===== config.mk =====
export PLATFORM = sky130hd
export DESIGN_NAME = seg7_scan_mux
export DESIGN_NICKNAME = d
export VERILOG_FILES = /design/src/rtl/seg7_scan_mux_pkg.sv /design/src/rtl/seg7_prescaler.sv /design/src/rtl/seg7_scan_mux.sv
export SDC_FILE = /design/constraint.sdc
export NUM_CORES = 1
export LEC_CHECK = 0
export ABC_AREA = 1
export BUFFER_PORTS_ARGS = -buffer_cell sky130_fd_sc_hd__buf_2
export CORE_MARGIN = 8
export CORE_UTILIZATION = 52
export DETAILED_ROUTE_END_ITERATION = 10
export MAX_ROUTING_LAYER = met4
export PLACE_DENSITY = 0.75
export SYNTH_ARGS = -nofsm -noshare
export SYNTH_HDL_FRONTEND = slang
export SYNTH_SLANG_ARGS = --single-unit

===== constraint.sdc =====
create_clock -name clk -period 1.67 [get_ports clk]
set_input_delay 0.0835 -clock clk [delete_from_list [all_inputs] [get_ports clk]]
set_output_delay 0.0835 -clock clk [all_outputs]
set_load 0.01 [all_outputs]

===== src/rtl/seg7_scan_mux_pkg.sv =====
// Shared constants, state encodings and display payload for the 4-digit
// 7-segment scanner.
package seg7_scan_mux_pkg;

    localparam int unsigned NDIG  = 4;
    localparam int unsigned NIB_W = 4;
    localparam int unsigned VAL_W = NDIG * NIB_W;
    localparam int unsigned DIG_W = 2;

    localparam logic [NDIG-1:0] AN_OFF = 4'b1111;

    // Display state encodings
    localparam logic [1:0] IDLE  = 2'd0;
    localparam logic [1:0] BLANK = 2'd1;
    localparam logic [1:0] LIT   = 2'd2;

    // One displayable frame: value, decimal points, leading-zero blank enable
    typedef struct packed {
        logic [VAL_W-1:0] val;
        logic [NDIG-1:0]  dp;
        logic             lzb;
    } disp_cfg_t;

    // Digit dig is dark when leading-zero blanking is on and it and every
    // more-significant nibble are zero; digit 0 always shows.
    function automatic logic digit_blanked(input logic [VAL_W-1:0] val,
                                           input logic             lzb,
                                           input logic [DIG_W-1:0] dig);
        logic blank;
        blank = lzb && (dig != 2'd0);
        for (int i = 1; i < 4; i++) begin
            if ((DIG_W'(i) >= dig) && (val[NIB_W*i +: NIB_W] != 4'h0)) begin
                blank = 1'b0;
            end
        end
        return blank;
    endfunction

endpackage


===== src/rtl/seg7_prescaler.sv =====
// Slot prescaler: counts 0..PRESCALE-1 and wraps.
//   clk, rst        clock, synchronous active-high reset
//   wrap_c          high in the last cycle of a slot (counter wraps next edge)
//   in_blank_nxt_c  counter value after the next edge is inside the blank window
module seg7_prescaler #(
    parameter int unsigned PRESCALE  = 50000,
    parameter int unsigned BLANK_CYC = 500
) (
    input  logic clk,
    input  logic rst,
    output logic wrap_c,
    output logic in_blank_nxt_c
);

    localparam int unsigned CNT_W = (PRESCALE > 1) ? $clog2(PRESCALE) : 1;

    logic [CNT_W-1:0] cnt;
    logic [CNT_W-1:0] cnt_nxt;

    // Next count and slot flags
    always_comb begin
        wrap_c         = (cnt == CNT_W'(PRESCALE - 1));
        cnt_nxt        = wrap_c ? '0 : cnt + CNT_W'(1);
        in_blank_nxt_c = (cnt_nxt < CNT_W'(BLANK_CYC));
    end

    always_ff @(posedge clk) begin
        if (rst) begin
            cnt <= '0;
        end else begin
            cnt <= cnt_nxt;
        end
    end

endmodule


===== src/rtl/seg7_scan_mux.sv =====
// Time-multiplexed scanner for a 4-digit common-anode 7-segment display.
//   clk, rst   clock, synchronous active-high reset
//   value_i    16-bit hex value (digit 0 = value_i[3:0])
//   dp_i       decimal-point enables per digit
//   lzb_i      blank leading zero digits
//   load_i     capture value_i/dp_i/lzb_i into pending regs
//   upd_o      pulse when pending regs reach the display regs
//   nib_o      nibble of the scanned digit (to the external decoder)
//   an_o       active-low anode enables
//   dp_o       active-low decimal point
//   dig_o      index of the scanned digit
module seg7_scan_mux
    import seg7_scan_mux_pkg::*;
#(
    parameter int unsigned PRESCALE  = 50000,
    parameter int unsigned BLANK_CYC = 500
) (
    input  logic             clk,
    input  logic             rst,
    input  logic [VAL_W-1:0] value_i,
    input  logic [NDIG-1:0]  dp_i,
    input  logic             lzb_i,
    input  logic             load_i,
    output logic             upd_o,
    output logic [NIB_W-1:0] nib_o,
    output logic [NDIG-1:0]  an_o,
    output logic             dp_o,
    output logic [DIG_W-1:0] dig_o
);

    logic             wrap_c;
    logic             in_blank_nxt_c;
    logic             boundary_c;
    logic [1:0]       state;
    logic [1:0]       state_nxt;
    disp_cfg_t        disp;
    disp_cfg_t        disp_nxt;
    disp_cfg_t        pend;
    disp_cfg_t        pend_nxt;
    logic             pend_vld;
    logic             pend_vld_nxt;
    logic             lit_nxt;
    logic             upd_nxt;
    logic             dp_nxt;
    logic [DIG_W-1:0] dig_nxt;
    logic [NDIG-1:0]  an_nxt;
    logic [NIB_W-1:0] nib_nxt;

    seg7_prescaler #(
        .PRESCALE  (PRESCALE),
        .BLANK_CYC (BLANK_CYC)
    ) u_prescaler (
        .clk            (clk),
        .rst            (rst),
        .wrap_c         (wrap_c),
        .in_blank_nxt_c (in_blank_nxt_c)
    );

    // Next-state and next-output logic. Outputs are registered from the
    // post-edge values so they stay aligned with the counter and dig_o.
    always_comb begin
        state_nxt    = state;
        disp_nxt     = disp;
        pend_nxt     = pend;
        pend_vld_nxt = pend_vld;
        upd_nxt      = 1'b0;
        boundary_c   = wrap_c && (dig_o == 2'd3);
        dig_nxt      = wrap_c ? dig_o + 2'd1 : dig_o;

        // Commit pending data at the frame boundary first, so a load in the
        // same cycle is held back for the following frame.
        if (boundary_c && pend_vld) begin
            disp_nxt     = pend;
            pend_vld_nxt = 1'b0;
            upd_nxt      = 1'b1;
        end
        if (load_i) begin
            pend_nxt     = '{val: value_i, dp: dp_i, lzb: lzb_i};
            pend_vld_nxt = 1'b1;
        end

        case (state)
            IDLE:    state_nxt = in_blank_nxt_c ? BLANK : LIT;
            BLANK:   state_nxt = in_blank_nxt_c ? BLANK : LIT;
            LIT:     state_nxt = (wrap_c && in_blank_nxt_c) ? BLANK : LIT;
            default: state_nxt = IDLE;
        endcase

        lit_nxt = (state_nxt == LIT) && !digit_blanked(disp_nxt.val, disp_nxt.lzb, dig_nxt);
        an_nxt  = lit_nxt ? ~(NDIG'(1) << dig_nxt) : AN_OFF;
        dp_nxt  = lit_nxt ? ~disp_nxt.dp[dig_nxt] : 1'b1;
        nib_nxt = disp_nxt.val[{dig_nxt, 2'b00} +: NIB_W];
    end

    always_ff @(posedge clk) begin
        if (rst) begin
            state    <= IDLE;
            disp     <= '0;
            pend     <= '0;
            pend_vld <= 1'b0;
            dig_o    <= '0;
            upd_o    <= 1'b0;
            an_o     <= AN_OFF;
            dp_o     <= 1'b1;
            nib_o    <= '0;
        end else begin
            state    <= state_nxt;
            disp     <= disp_nxt;
            pend     <= pend_nxt;
            pend_vld <= pend_vld_nxt;
            dig_o    <= dig_nxt;
            upd_o    <= upd_nxt;
            an_o     <= an_nxt;
            dp_o     <= dp_nxt;
            nib_o    <= nib_nxt;
        end
    end

endmodule


==> run metrics <==
P per Cell Area 809 nW/µm²; max_slew headroom 0.678; Synth Cell Area 3210 µm²; Avg WL per Cell 13.9 µm; placer congestion estimate 0.881; placed cells 613; minimum hold slack 1.63 ps; initial antenna violation count 0; die width 94.6 µm; top_reg_cell synth dfxtp_1; HPWL Detailed 5630 µm; Final Hold Fails 0; Synthesized Nets 484; Die ar. 8940 µm²; Final Non-Filler Cells 653; Final setup viols 21; WP data required 1970 ps; top cell type's share of synthesized area 0.455; placed cell areas 3910 µm²; Seq/Total Area, Yosys 0.455; critical path launch point type register; # nets final 599; Vias 3,353; post-route ant nets 0; Net Sw Frac 0.229; Synth top cells by count nand2_1, nor2_1, dfxtp_1; CP max FO 7; max-slew violations 0; r2r setup slk -300 ps; Max Cap Viol 0; top cells by area, synth dfxtp_1, nand2_1, nor2_1; most numerous cell in the Yosys netlist nand2_1; design area 4610 µm²; FFs w/ async S/R, synth 0; CTS tree yes; Die Y 94.6 µm; core area 5960 µm²; IO Pins 36; Setup WS post-layout -302 ps; ant diodes 0; first-pass GRT wire length 13,500 µm; Static Leak 2.09 nW; Initial Utilization 0.539; clock sink total 73; routed wire length 9070 µm; Syn-to-layout area delta 43.7%; Pwr Total 0.00373 W; WP data arrival 2270 ps; Net Switching 0.000856 W; Mapped Avg Cell Area 7.01 µm²; status finished with violations; Least-Margin Pin Slew 483 ps; combinational power share 0.048; largest net degree at the start of global routing 43; hold crit path type primary input to register; Unique masters post-synth 26; vias per cell 5.13; final period utilization 1.18; initial drt markers 173; internal power 0.00288 W; Worst Skew 8.95 ps; input/output buffers 35; Critical Path Sink Type register; Fmax 507 MHz; Site Rows 28; Syn. warnings 0; IR drop worst, VDD 0.857 mV; cell count after synthesis 458; Total GRT Usage 0.196; residual DRC count 0; synthesized flop and latch total 73; register share of total power 0.485; Tmin final 1970 ps; CTS Buffer Depth 2; post-route setup TNS -3280 ps; EDFF count, synth 0; crit path kind register to register; vias in the first global route 3,027; dominant cell type by area after synthesis dfxtp_1; TritonCTS buffer count 9; share of cells above drive strength 1 0.362; failing checks setup timing; Clock power frac 0.467; H-tree Lvls 3; RSZ-0062 raised after global routing true; CTS root buf clkbuf_8; Pre-antenna DRT Iters 5; Clock Latency Late Sink 350 ps; Reg clk slew, reported paths 90 ps; GRT overflow 0
-- cells in the final DEF, fill, tap and decap left out, types with 9 or more instances in the layout --
cell | Yosys | routed
inv_1 | 52 | 48
nand4_1 | 12 | 12
buf_2 | 0 | 35
o21ai_0 | 30 | 24
nor2_4 | 5 | 12
dlygate4sd3_1 | 0 | 12
clkbuf_8 | 0 | 9
nand3_1 | 22 | 15
a21oi_1 | 10 | 10
nand2_1 | 99 | 81
dfxtp_1 | 73 | 66
buf_4 | 1 | 67
nor2_2 | 6 | 12
nand2_2 | 5 | 18
nor2_1 | 94 | 81
-- routing by layer --
layer	up-vias	part of all wire	global-route usage
li1	1662	-	-
met1	1554	0.40	0.212
met2	98	0.54	0.339
met3	39	0.033	0.0325
met4	0	0.034	0.101
met5	-	0	-
-- logic make-up after synthesis --
group | after synthesis | share of synthesized area
fa+ha+maj | 2 | 0.00779
compound gates | 50 | 0.0795
simple gates | 253 | 0.347
buf+inv | 73 | 0.0916
flops | 73 | 0.455
xor+xnor | 7 | 0.0191
-- path summary, 6_finish.rpt --
| check | start | end | cells after the start |
|---|---|---|---|
| worst min register to register | pend[20] | pend[20] | 2 |
| worst min-delay path | value_i[2] | pend[7] | 3 |
| worst max-delay path | u_prescaler.cnt[6] | an_o[0] | 13 |
| worst max register to register | u_prescaler.cnt[6] | an_o[0] | 13 |
-- power by group through the flow --
stage	logic [W]	registers (W)	clock network [W]
6_report	0.000180	0.00181	0.00174
3_5_place_dp	0.000149	0.00185	0
4_1_cts	0.000172	0.00181	0.00175
5_1_grt	0.000201	0.00181	0.00183
3_3_place_gp	0.000143	0.00185	0
2_1_floorplan	0.0000918	0.00184	0
-- metrics by stage --
step / util / worst slack, ps
3_5_place_dp: 0.656 / -256
4_1_cts: 0.734 / -191
3_3_place_gp: 0.656 / -194
5_1_grt: 0.775 / -417
6_report: 0.775 / -302
2_1_floorplan: - / 21.3
-- final cells by class --
class                           instances  area [µm²]
Sequential cell                        73        1470
Inverter                               57         218
Tap cell                               75        93.8
Fill cell                             409        1340
Clock inverter                          7         128
Timing Repair Buffer                  120         883
Clock buffer                            9         124
Multi-Input combinational cell        312        1700
-- state kept, by name, indices dropped and copies added (netlist names) --
signal           flops
dig_o                2
upd_o                1
an_o                 4
pend                21
disp                21
state                2
u_prescaler.cnt     16
dp_o                 1
pend_vld             1
nib_o                4
-- worst max-delay path, stage by stage (launching register included) --
cell and delay, ps:
dfxtp_1 400, inv_2 50, nor2_2 120, nand2_2 90
nor2_4 160, nand4_4 210, buf_6 200, nand2_2 60
nand2_2 80, nor2_4 120, nand2_2 70, nor2_4 120
nand3_4 120, nand3_2 110
-- repair_timing --
action | 4_1_cts | 5_1_grt
pin swaps | 10 | 27
hold buffers | 12 | 0
resized for setup | 14 | 62
buffers inserted | 5 | 7
hold endpoints to repair | 12 | 0
setup endpoints to repair | 23 | 30
Power figures use the tool's default switching activity.
